[config.mk]
export PLATFORM = sky130hd
export DESIGN_NAME = column_readout_ctrl
export DESIGN_NICKNAME = d
export VERILOG_FILES = /design/src/rtl/column_readout_ctrl.sv
export SDC_FILE = /design/constraint.sdc
export NUM_CORES = 1
export LEC_CHECK = 0
export CAP_MARGIN = 10
export CELL_PAD_IN_SITES_DETAIL_PLACEMENT = 1
export CELL_PAD_IN_SITES_GLOBAL_PLACEMENT = 2
export CORE_AREA = 2 2 191 137
export DETAILED_ROUTE_END_ITERATION = 8
export DIE_AREA = 0 0 193 139
export PLACE_DENSITY_LB_ADDON = 0.1
export SLEW_MARGIN = 20
export SYNTH_ARGS = -nofsm -noshare
export SYNTH_HDL_FRONTEND = slang
export SYNTH_SLANG_ARGS = --single-unit
[constraint.sdc]
create_clock -name clk -period 3.05 [get_ports clk]
set_clock_uncertainty 0.2 [all_clocks]
set_input_delay 0.61 -clock clk [delete_from_list [all_inputs] [get_ports clk]]
set_output_delay 0.61 -clock clk [all_outputs]
set_load 0.05 [all_outputs]
[src/rtl/column_readout_ctrl.sv]
// column_readout_ctrl
//   Column-end controller for a pixel-column readout chain.
//   - Free-running BCID and circular-buffer write address. Both are broadcast
//     down the chain together with the derived read address and an L1A flag.
//   - Accepted triggers queue their BCID in a small FIFO.
//   - Each queued event is drained from the chain and sent downstream as a
//     header / data... / trailer word stream on a valid/ready interface.
//
// Ports:
//   clk          40 MHz clock
//   reset        asynchronous, active-high reset
//   L1ADelay     trigger latency in clocks (low L1ADDRWIDTH bits used)
//   l1a          level-1 accept, one cycle per trigger
//   bcr          bunch-counter reset
//   dnData       head-of-chain hit word
//   dnHits       hits remaining in the chain (0..16 legal)
//   dnRead       pops one word from the chain at the clock edge
//   dnBCST       {l1aBit, rdAddr, wrAddr, bcid}
//   outData      {type[1:0], payload[45:0]}
//   outValid     outData valid
//   outReady     downstream accept
//   busy         event in progress or triggers queued
//   trigDropCnt  saturating count of triggers dropped on a full FIFO
module column_readout_ctrl #(
  parameter int L1ADDRWIDTH = 7,
  parameter int BCSTWIDTH   = 27,
  parameter int HIT_LATENCY = 4,
  parameter int TRIG_DEPTH  = 8
) (
  input  logic                 clk,
  input  logic                 reset,
  input  logic [8:0]           L1ADelay,
  input  logic                 l1a,
  input  logic                 bcr,
  input  logic [45:0]          dnData,
  input  logic [4:0]           dnHits,
  output logic                 dnRead,
  output logic [BCSTWIDTH-1:0] dnBCST,
  output logic [47:0]          outData,
  output logic                 outValid,
  input  logic                 outReady,
  output logic                 busy,
  output logic [7:0]           trigDropCnt
);

  localparam int          PTRW     = $clog2(TRIG_DEPTH);
  localparam logic [11:0] BCID_MAX = 12'd3563;

  typedef enum logic [2:0] {
    ST_IDLE,
    ST_WAIT,
    ST_HEADER,
    ST_READ,
    ST_TRAILER
  } state_t;

  // ---------------------------------------------------------------------------
  // Broadcast counters
  // ---------------------------------------------------------------------------
  logic [L1ADDRWIDTH-1:0] wr_addr_reg;
  logic [L1ADDRWIDTH-1:0] rd_addr;
  logic [11:0]            bcid_reg;
  logic                   l1a_bit_reg;

  // Only the low address bits of the latency are meaningful.
  logic unused_delay_bits;
  assign unused_delay_bits = ^L1ADelay[8:L1ADDRWIDTH];

  assign rd_addr = wr_addr_reg - L1ADelay[L1ADDRWIDTH-1:0];
  assign dnBCST  = {l1a_bit_reg, rd_addr, wr_addr_reg, bcid_reg};

  // ---------------------------------------------------------------------------
  // Trigger FIFO
  // ---------------------------------------------------------------------------
  logic [11:0]     fifo_mem [TRIG_DEPTH];
  logic [PTRW-1:0] wr_ptr_reg;
  logic [PTRW-1:0] rd_ptr_reg;
  logic [PTRW:0]   fill_reg;
  logic            fifo_full;
  logic            fifo_empty;
  logic            push;
  logic            drop;
  logic            pop;
  logic [7:0]      drop_cnt_reg;
  logic [7:0]      drop_cnt_next;

  // Full is judged on the registered fill level, so a trigger arriving in the
  // same cycle as a pop from a full FIFO is still dropped.
  assign fifo_full  = (fill_reg == (PTRW+1)'(TRIG_DEPTH));
  assign fifo_empty = (fill_reg == '0);
  assign push       = l1a && !fifo_full;
  assign drop       = l1a && fifo_full;

  assign drop_cnt_next = (drop && drop_cnt_reg != 8'hFF) ? drop_cnt_reg + 8'd1
                                                         : drop_cnt_reg;
  assign trigDropCnt   = drop_cnt_reg;

  always_ff @(posedge clk) begin
    if (push) begin
      fifo_mem[wr_ptr_reg] <= bcid_reg;
    end
  end

  // ---------------------------------------------------------------------------
  // Event FSM
  // ---------------------------------------------------------------------------
  state_t      state_reg, state_next;
  logic [3:0]  wait_cnt_reg, wait_cnt_next;
  logic [4:0]  hit_cnt_reg, hit_cnt_next;
  logic [4:0]  remain_reg, remain_next;
  logic        ovf_err_reg, ovf_err_next;
  logic [11:0] ev_bcid_reg;
  logic [7:0]  trl_drop_reg;

  assign pop  = (state_reg == ST_IDLE) && !fifo_empty;
  assign busy = (state_reg != ST_IDLE) || !fifo_empty;

  always_comb begin
    state_next    = state_reg;
    wait_cnt_next = wait_cnt_reg;
    hit_cnt_next  = hit_cnt_reg;
    remain_next   = remain_reg;
    ovf_err_next  = ovf_err_reg;
    outValid      = 1'b0;
    outData       = '0;
    dnRead        = 1'b0;

    case (state_reg)
      ST_IDLE: begin
        if (!fifo_empty) begin
          wait_cnt_next = '0;
          state_next    = ST_WAIT;
        end
      end

      ST_WAIT: begin
        wait_cnt_next = wait_cnt_reg + 4'd1;
        if (wait_cnt_reg == 4'(HIT_LATENCY - 1)) begin
          if (dnHits > 5'd16) begin
            hit_cnt_next = 5'd16;
            ovf_err_next = 1'b1;
          end else begin
            hit_cnt_next = dnHits;
          end
          state_next = ST_HEADER;
        end
      end

      ST_HEADER: begin
        outValid = 1'b1;
        outData  = {2'b10, 29'b0, hit_cnt_reg, ev_bcid_reg};
        if (outReady) begin
          remain_next = hit_cnt_reg;
          state_next  = (hit_cnt_reg != 5'd0) ? ST_READ : ST_TRAILER;
        end
      end

      ST_READ: begin
        outValid = 1'b1;
        outData  = {2'b01, dnData};
        // The chain is popped only on handshake, which keeps outData stable
        // while the consumer stalls.
        dnRead   = outReady;
        if (outReady) begin
          remain_next = remain_reg - 5'd1;
          if (remain_reg == 5'd1) begin
            state_next = ST_TRAILER;
          end
        end
      end

      ST_TRAILER: begin
        outValid = 1'b1;
        outData  = {2'b11, 20'b0, ovf_err_reg, trl_drop_reg, hit_cnt_reg, ev_bcid_reg};
        if (outReady) begin
          ovf_err_next = 1'b0;
          state_next   = ST_IDLE;
        end
      end

      default: begin
        state_next = ST_IDLE;
      end
    endcase
  end

  always_ff @(posedge clk or posedge reset) begin
    if (reset) begin
      state_reg <= ST_IDLE;
    end else begin
      state_reg <= state_next;
    end
  end

  // ---------------------------------------------------------------------------
  // Datapath registers
  // ---------------------------------------------------------------------------
  always_ff @(posedge clk or posedge reset) begin
    if (reset) begin
      wr_addr_reg  <= '0;
      bcid_reg     <= '0;
      l1a_bit_reg  <= 1'b0;
      wr_ptr_reg   <= '0;
      rd_ptr_reg   <= '0;
      fill_reg     <= '0;
      drop_cnt_reg <= '0;
      wait_cnt_reg <= '0;
      hit_cnt_reg  <= '0;
      remain_reg   <= '0;
      ovf_err_reg  <= 1'b0;
      ev_bcid_reg  <= '0;
      trl_drop_reg <= '0;
    end else begin
      wr_addr_reg <= wr_addr_reg + L1ADDRWIDTH'(1);

      if (bcr || bcid_reg == BCID_MAX) begin
        bcid_reg <= '0;
      end else begin
        bcid_reg <= bcid_reg + 12'd1;
      end

      l1a_bit_reg  <= push;
      drop_cnt_reg <= drop_cnt_next;

      if (push) begin
        wr_ptr_reg <= wr_ptr_reg + PTRW'(1);
      end
      if (pop) begin
        rd_ptr_reg  <= rd_ptr_reg + PTRW'(1);
        ev_bcid_reg <= fifo_mem[rd_ptr_reg];
      end
      if (push && !pop) begin
        fill_reg <= fill_reg + (PTRW+1)'(1);
      end else if (pop && !push) begin
        fill_reg <= fill_reg - (PTRW+1)'(1);
      end

      wait_cnt_reg <= wait_cnt_next;
      hit_cnt_reg  <= hit_cnt_next;
      remain_reg   <= remain_next;
      ovf_err_reg  <= ovf_err_next;

      // Freeze the drop count shown in the trailer when the trailer starts,
      // so the word cannot change while the consumer stalls.
      if (state_next == ST_TRAILER && state_reg != ST_TRAILER) begin
        trl_drop_reg <= drop_cnt_next;
      end
    end
  end

endmodule

==> results of run 1 <==
[metrics by stage]
step,cell area (um^2),power [mW],TNS [ps],hold slack (ps),instances
finish,11400,9.94,-1.36,204,1110
global route,11400,10.5,-72.9,211,1110
CTS,11300,10.0,-120,192,1105
detailed placement,10600,7.76,-715,285,1071
global placement,10600,7.60,-559,273,1071
floorplan,7900,5.88,-35.7,251,581
[synthesized netlist by cell type (all sizes together), types with 3 or more instances]
master,number
buf,12
dfrtp,76
clkbuf,15
o21ai,27
xor2,8
mux4,24
ha,17
xnor2,18
mux2i,13
and2,22
nand2,42
edfxtp,96
a22o,26
nor3,11
nor4,4
mux2,18
nor2b,4
nand3,16
nor3b,3
o21a,4
nor4b,3
nand3b,3
nand2b,12
nor2,37
nand4,9
and3,6
a21oi,8
inv,18
[final timing paths]
path                                    to  cells past startpoint  slack (ps)             from
max reg2reg                    fill_reg[3]                     11         200      fill_reg[1]
max                             dnBCST[25]                      8          -1      L1ADelay[1]
min reg2reg                ev_bcid_reg[11]                      2         290  ev_bcid_reg[11]
max in group asynchronous  wait_cnt_reg[3]                      3        1800            reset
min                         ev_bcid_reg[1]                      2         200            reset
min in group clk           ev_bcid_reg[11]                      2         290  ev_bcid_reg[11]
[logic make-up (layout without fill, tap and decap cells)]
| kind of cell | count (synthesis) | count (layout) |
|---|---|---|
| simple gates | 178 | 178 |
| flops | 172 | 172 |
| compound gates | 86 | 86 |
| mux | 55 | 55 |
| buf+inv | 45 | 243 |
| xor+xnor | 26 | 26 |
| fa+ha+maj | 19 | 19 |
[cell type report]
type                       count  area [um^2]
clock inverter                12          138
multi-input combinational    364         3070
timing repair buffer         193         2400
fill                        2542        13800
tap                          331          414
inverter                      18         71.3
sequential                   172         4790
clock buffer                  20          467
[power groups by stage]
stage          combinational (mW)  clock, mW  sequential, mW
2_1_floorplan                2.58          0            3.30
3_3_place_gp                 4.24          0            3.36
3_5_place_dp                 4.37          0            3.39
6_report                     4.36       2.23            3.35
4_1_cts                      4.40       2.28            3.35
5_1_grt                      4.69       2.38            3.42
[timing repair]
action	4_1_cts	5_1_grt
gates resized for setup	20	17
setup buffers	2	5
endpoints found under the setup margin	9	29
pin swaps	9	10
[layer usage]
layer  share of wire, %  vias up
li1                   -     2535
met5                  0        -
met1                 47     2777
met2                 47      111
met4               0.82        0
met3                4.8       16
==> summary.txt, run 1 <==
Run status
  – Status: complete, but fails checks
  – Failing checks: negative setup slack

Synthesis
  – Most area-consuming cells after synthesis: edfxtp_1 (37%), dfrtp_1 (24%), mux4_2 (6.8%)
  – Main combinational cell family by area after synthesis: simple AND/OR/NAND/NOR gates
  – Most used DFF post-synth: edfxtp_1
  – Area share of fa/ha/maj cells after synthesis: 3.20%
  – Mux contribution to synthesized area: between 10% and 20%
  – Post-synth EDFFs: 96
  – Simple logic cell fraction of the synthesized area: 11.9%
  – Post-Synthesis Cells: 581
  – Synthesized area: 7890 um^2
  – Share of the synthesized area in the top cell type: 36.5%
  – Warning count from the yosys run: 0
  – Synth Area in Compound Gates: 7.85%
  – Synth Register Bits: 172
  – Synthesized area per cell: 13.6 um^2
  – Syn nets: around 670
  – Ys async rst share: between 40 and 50%
  – XOR/XNOR Fraction of Synth Area: 2.89%
  – Sequential-to-total area share from yosys stat: between 60% and 70%
  – Unique cell type count in the Yosys netlist: 60
  – Post-synth top area cell: edfxtp_1

Timing
  – Setup violations, final: 1
  – Final Max Tran Viols: 0
  – Final Worst Setup Slack: -1.36 ps
  – Slew @ Worst Pin: 871 ps
  – Slew HR: 41.9%
  – Final worst-path cycle share: 100%
  – Min Tclk post-route: 3050 ps
  – Final hold vios: 0
  – RSZ-0062 raised after global routing: yes
  – Max Clk Rate: roughly 330 MHz

Setup path
  – Delay-heaviest family, CP: buffers and inverters
  – Slowest-stage cell, CP: fa_2
  – CP max FO: 3
  – Worst path arrival time: approximately 2200 ps
  – CP max stage delay: around 390 ps
  – Critical-path cell list: dlygate4sd2_1, buf_4, fa_2, nor2b_2, o21a_1, o2111ai_2, o211ai_1, clkbuf_16
  – Crit start category: primary input
  – Crit. End Element: output port
  – Critical path buffer and inverter count: 3
  – CP required: 2240 ps
  – Setup CP Type: in -> out

Detailed routing
  – Post-DRT Antenna Nets: 0
  – Final WL: 22100 um
  – Pre-antenna DRT Iters: 4
  – DR WL/cell: 19.9 um
  – Initial DRC count: 231
  – Routed vias/inst: 4.90
  – Residual DRC: 0
  – DR vias: approximately 5400

Clock network
  – Max Buffers Root-to-Sink: 2
  – Number of hold buffers added after CTS: 0
  – Clock sinks: approximately 170
  – CTS tree: done
  – Clock root cell: clkbuf_16
  – CTS clk-pin slew, worst paths: 70 ps
  – CTS H-tree lvls: 4
  – Clock Latency Late Sink: roughly 440 ps
  – Total CTS buffers: 17

Floorplan
  – Die Ht: about 140 um
  – Core ar.: 25100 um^2
  – # IOs: around 150
  – Die area: 26800 um^2
  – Initial Util: 31.4%
  – Cell Rows: between 40 and 50
  – Chip width: between 150 and 200 um

Power and ir drop
  – Maximum vdd ir drop: 0.000510 V
  – Internal Power: 6.22 mW
  – Clock power frac: 22.4%
  – Power per Cell Area: ~880 nW/um^2
  – Leakage: 4.42 nW
  – Reg power frac: 33.7%
  – Sw Pwr: 3.72 mW
  – Logic pwr share: 43.9%
  – Net Sw Frac: 37.4%

Job
  – Max-Cap Viols: 0

Cells and area
  – Fraction of layout cells with a size suffix above 1: roughly a quarter
  – Inserted Diodes: 0
  – Commonest cells after routing, fill and taps aside: edfxtp_1 (96), clkdlybuf4s50_1 (86), dfrtp_1 (71)
  – Final nets: 850
  – Area Growth Syn to Fin: 43.9%
  – Layout Utilization: a little under half
  – Number of flip-flops in the largest register: 96
  – Most common cell after layout, fill and taps aside: edfxtp_1

GRT
  – Vias in the first global route: 5944
  – Largest net degree at the start of global routing: 67
  – Global Route Usage Sum: between 15 and 20%
  – First-pass GRT wire length: about 35000 um
  – Initial antenna violation count: 0
  – M1 GR Usage: between 20% and 30%
  – Met3 usage: between 3 and 4%
  – Grt met2 use: around a quarter
  – Grt total ovfl: 0
  – Busiest metal layer after global routing: met2

Min path
  – Hold Crit Class: in -> async

Placed design
  – Setup Slack @ Placement: -247 ps
  – HPWL after detailed placement: 15500 um
  – Number of I/O port buffers: 148
  – GPL Wtd Cong: 0.745
Note: power is estimated with default switching activity, not from simulation.
==> inputs of run 2 (changes only) <==
--- a/config.mk
+++ b/config.mk
@@ -13,2 +13,3 @@
 export DIE_AREA = 0 0 193 139
+export MAX_ROUTING_LAYER = met4
 export PLACE_DENSITY_LB_ADDON = 0.1
==> constraint.sdc (replaced) <==
create_clock -name clk -period 3.05 [get_ports clk]
set_clock_uncertainty 0.2 [all_clocks]
set_input_delay 0.7625 -clock clk [delete_from_list [all_inputs] [get_ports clk]]
set_output_delay 0.7625 -clock clk [all_outputs]
set_load 0.05 [all_outputs]
==> summary.txt, run 2 (synthesis results as in run 1) <==
Setup path
  – Setup CP Type: in -> out
  – CP required: 2090 ps
  – Crit start category: primary input
  – Delay-heaviest family, CP: compound AO/OA/AOI/OAI gates
  – Reg2Reg Setup Slack: 290 ps
  – Crit. End Element: output port
  – CP max FO: 3
  – Critical path buffer and inverter count: 3
  – Critical-path cell list: clkdlybuf4s15_2, inv_4, ha_4, nor2b_4, o21a_4, o21a_1, o211ai_1, clkbuf_16
  – CP max stage delay: 230 ps
  – Worst path arrival time: approximately 2200 ps
  – Slowest-stage cell, CP: ha_4

Power and ir drop
  – Leakage: 4.50 nW
  – Power per Cell Area: between 800 and 900 nW/um^2
  – Maximum vdd ir drop: 0.000400 V

Placed design
  – Number of I/O port buffers: 148
  – GPL Wtd Cong: 0.805
  – HPWL after detailed placement: approximately 15000 um
  – Placed Instances: 1085
  – Setup Slack @ Placement: -525 ps

GRT
  – Initial antenna violation count: 0
  – Global Route Usage Sum: 17.1%
  – First-pass GRT wire length: around 34000 um
  – Vias in the first global route: between 5000 and 6000
  – Largest net degree at the start of global routing: 30
  – Grt total ovfl: 0

Floorplan
  – Chip width: 193 um
  – Initial Util: 31.4%
  – Cell Rows: 49
  – Die area: 26800 um^2
  – Core ar.: 25100 um^2
  – Die Ht: roughly 140 um
  – # IOs: 151

Timing
  – Final worst-path cycle share: 104%
  – Slew @ Worst Pin: 887 ps
  – Min Tclk post-route: between 3000 and 4000 ps
  – Max Clk Rate: between 300 and 400 MHz
  – Final Max Tran Viols: 0
  – Final hold vios: 0
  – Slew HR: 40.9%
  – RSZ-0062 raised after global routing: yes
  – Final Worst Setup Slack: -118 ps
  – Setup violations, final: 3

Clock network
  – Max Buffers Root-to-Sink: 2
  – Total CTS buffers: 17
  – CTS clk-pin slew, worst paths: 70 ps
  – Clock Latency Late Sink: between 400 and 500 ps
  – CTS tree: done
  – CTS H-tree lvls: 4
  – Clock sinks: ~170
  – Clock root cell: clkbuf_16

Cells and area
  – Inserted Diodes: 0
  – Commonest cells after routing, fill and taps aside: edfxtp_1 (96), clkdlybuf4s50_1 (83), dfrtp_1 (72)
  – Fraction of layout cells with a size suffix above 1: 29.4%
  – Number of flip-flops in the largest register: 96
  – Area Growth Syn to Fin: 45.7%
  – Layout Utilization: 45.7%
  – Most common cell after layout, fill and taps aside: edfxtp_1
  – Final cell count without fillers: 1126
  – Final nets: just under 900

Detailed routing
  – Routed vias/inst: around 4.8
  – Pre-antenna DRT Iters: 4
  – DR vias: ~5400
  – Residual DRC: 0
  – Initial DRC count: 265
  – Final WL: 21400 um
  – DR WL/cell: 19.0 um
  – Post-DRT Antenna Nets: 0

Min path
  – Hold Crit Class: reg -> reg

Run status
  – Status: complete, but fails checks
  – Failing checks: negative setup slack

Job
  – Max-Cap Viols: 0
run 2: final timing paths:
check	from	end	cells after the start
worst max-delay path	L1ADelay[2]	dnBCST[25]	8
worst min-delay path	ev_bcid_reg[2]	ev_bcid_reg[2]	2
worst max register to register	fill_reg[0]	fill_reg[3]	11
worst min register to register	ev_bcid_reg[2]	ev_bcid_reg[2]	2
max in group asynchronous	reset	state_reg[2]	3
min in group asynchronous	reset	ev_bcid_reg[1]	2
run 2: worst register-to-register path, stage by stage (launching register included):
cell	delay (ps)
dfrtp_1	500
nor4_1	110
buf_4	170
nor4_4	270
inv_1	130
ha_1	220
inv_1	80
ha_1	220
a21o_2	210
a21oi_1	190
mux2i_1	240
xnor2_1	140
run 2: cell type report:
type / count / area, um^2
sequential: 172 / 4790
inverter: 18 / 71.3
fill: 2508 / 13600
timing repair buffer: 209 / 2530
clock inverter: 12 / 129
multi-input combinational: 364 / 3120
clock buffer: 20 / 447
tap: 331 / 414
run 2: through the flow:
| stage | total power [mW] | setup TNS, ps | hold WS [ps] | area, um^2 |
|---|---|---|---|---|
| final | 9.83 | -220 | 295 | 11500 |
| after global routing | 10.4 | -412 | 317 | 11500 |
| after detailed placement | 7.74 | -2440 | 283 | 10700 |
| after floorplan | 5.89 | -316 | 251 | 7950 |
| after global placement | 7.63 | -2220 | 274 | 10700 |
| after CTS | 9.95 | -354 | 299 | 11400 |
run 2: per-layer routing:
metal | part of all wire (%) | vias to the layer above | GRT usage (%)
li1 | - | 2568 | -
met1 | 48 | 2750 | 23.4
met2 | 47 | 98 | 26.3
met3 | 3.6 | 15 | 3.19
met4 | 0.97 | 0 | 4.03
met5 | 0 | - | -
run 2: power by group:
part	switching, mW	internal, mW	total, mW
Sequential	0.440	2.94	3.38
Clock	0.972	1.18	2.15
Combinational	2.29	2.01	4.30
Total	3.70	6.13	9.83
run 2: what timing repair did:
item | in CTS | in global routing
pin swaps | 11 | 1
gates resized for setup | 40 | 11
buffers inserted | 7 | 2
hold buffers | 0 | 0
setup endpoints to repair | 52 | 18
==> inputs of run 3 (changes only) <==
- CORE_AREA: 2 2 191 137 -> 4 4 193 139
- DIE_AREA: 0 0 193 139 -> 0 0 197 143
==> summary.txt, run 3 (synthesis results as in run 1) <==
Run status
  – Status: complete, but fails checks
  – Failing checks: negative setup slack

GRT
  – Initial antenna violation count: 0
  – Grt total ovfl: 0
  – First-pass GRT wire length: around 33000 um
  – Largest net degree at the start of global routing: 44
  – Vias in the first global route: roughly 5800
  – Global Route Usage Sum: 15.8%

Detailed routing
  – Initial DRC count: 225
  – Routed vias/inst: 4.89
  – Post-DRT Antenna Nets: 0
  – DR WL/cell: 19.0 um
  – Final WL: about 21000 um
  – Residual DRC: 0
  – DR vias: 5483
  – Pre-antenna DRT Iters: 5

Placed design
  – GPL Wtd Cong: between 0.7 and 0.8
  – Placed Instances: 1080
  – Number of I/O port buffers: 148
  – HPWL after detailed placement: 15200 um

Timing
  – Final Max Tran Viols: 0
  – Slew HR: 43.2%
  – Final Worst Setup Slack: -165 ps
  – Min Tclk post-route: 3220 ps
  – Slew @ Worst Pin: 852 ps
  – Setup violations, final: 3
  – Final worst-path cycle share: 105%
  – Worst hold slack: 290 ps
  – RSZ-0062 raised after global routing: yes
  – Setup TNS: -371 ps
  – Final hold vios: 0
  – Max Clk Rate: 311 MHz

Floorplan
  – Core ar.: 25100 um^2
  – Chip width: between 150 and 200 um
  – Die area: 28200 um^2
  – Initial Util: around a third
  – Die Ht: 143 um
  – # IOs: 151
  – Cell Rows: 49

Cells and area
  – Multi-input gate area: ~3100 um^2
  – Inserted Diodes: 0
  – Number of flip-flops in the largest register: 96
  – Layout Utilization: 45.8%
  – FILL cells: roughly 2500
  – Final nets: 861
  – Fraction of layout cells with a size suffix above 1: 29.1%
  – Area Growth Syn to Fin: 45.8%
  – Commonest cells after routing, fill and taps aside: edfxtp_1 (96), clkdlybuf4s50_1 (83), dfrtp_1 (71)
  – Most common cell after layout, fill and taps aside: edfxtp_1
  – Final cell count without fillers: 1121
  – Register Area: 4790 um^2

Clock network
  – Max Buffers Root-to-Sink: 2
  – CTS tree: done
  – Total CTS buffers: 17
  – Clock sinks: 172
  – Number of hold buffers added after CTS: 0
  – CTS H-tree lvls: 4
  – Clock Latency Late Sink: 430 ps
  – CTS clk-pin slew, worst paths: 70 ps
  – Clock root cell: clkbuf_16

Setup path
  – Crit. End Element: output port
  – CP max FO: 3
  – Crit start category: primary input
  – Setup CP Type: in -> out
  – CP max stage delay: 400 ps
  – Slowest-stage cell, CP: fa_2
  – Worst path arrival time: 2250 ps
  – Critical-path cell list: buf_2, ha_4, fa_2, nor2b_1, o21a_2, o21a_1, o211ai_1, clkbuf_16
  – CP required: 2090 ps

Power and ir drop
  – Maximum vdd ir drop: 0.000534 V
  – Leakage: approximately 4.5 nW
  – Total Power: 9.92 mW
  – Power per Cell Area: 862 nW/um^2

Job
  – Max-Cap Viols: 0

Min path
  – Hold Crit Class: reg -> reg
==> run 3: area by class of cell <==
| cell class | instances | share of cell area, % |
|---|---|---|
| sequential | 172 | 41.6 |
| multi-input combinational | 364 | 27.1 |
| timing repair buffer | 204 | 21.7 |
| clock buffer | 18 | 3.73 |
| tap | 331 | 3.60 |
| clock inverter | 14 | 1.62 |
| inverter | 18 | 0.620 |
==> run 3: worst max-delay path, delay by kind of cell <==
family                     cells  cell delay [ps]
adders and majority gates      2              560
AOI/OAI and AO/OA              3              460
buffers and inverters          2              320
and+or+nand+nor                1              140
==> run 3: final timing paths <==
| path | from | to | slack, ps | cells past startpoint |
|---|---|---|---|---|
| min in group asynchronous | reset | l1a_bit_reg | 440 | 2 |
| hold reg to reg | ev_bcid_reg[5] | ev_bcid_reg[5] | 290 | 2 |
| setup / recovery | L1ADelay[0] | dnBCST[25] | -170 | 8 |
| hold / removal | ev_bcid_reg[5] | ev_bcid_reg[5] | 290 | 2 |
| setup reg to reg | fill_reg[1] | fill_reg[3] | 250 | 11 |
| max in group asynchronous | reset | state_reg[1] | 1620 | 3 |
==> run 3: layer usage <==
metal	global-route usage, %	part of all wire, %
met4	4.01	0.87
met2	25.2	48
met5	-	0
met3	3.18	3.4
met1	20.9	47
==> run 3: through the flow <==
step | worst slack, ps | area, um^2
floorplan | -218 | 7950
global placement | -506 | 10700
detailed placement | -519 | 10700
CTS | -209 | 11400
global route | -267 | 11500
finish | -165 | 11500
==> run 3: power by group <==
| part | internal [mW] | total, mW | switching, mW |
|---|---|---|---|
| Combinational | 2.00 | 4.32 | 2.32 |
| Clock | 1.31 | 2.26 | 0.948 |
| Sequential | 2.94 | 3.34 | 0.392 |
| Total | 6.25 | 9.92 | 3.66 |
==> run 3: timing repair <==
| item | CTS | global route |
|---|---|---|
| buffers inserted | 5 | 4 |
| pin swaps | 14 | 5 |
| resized for setup | 38 | 14 |
| hold endpoints to repair | 0 | 0 |
| endpoints found under the setup margin | 53 | 31 |
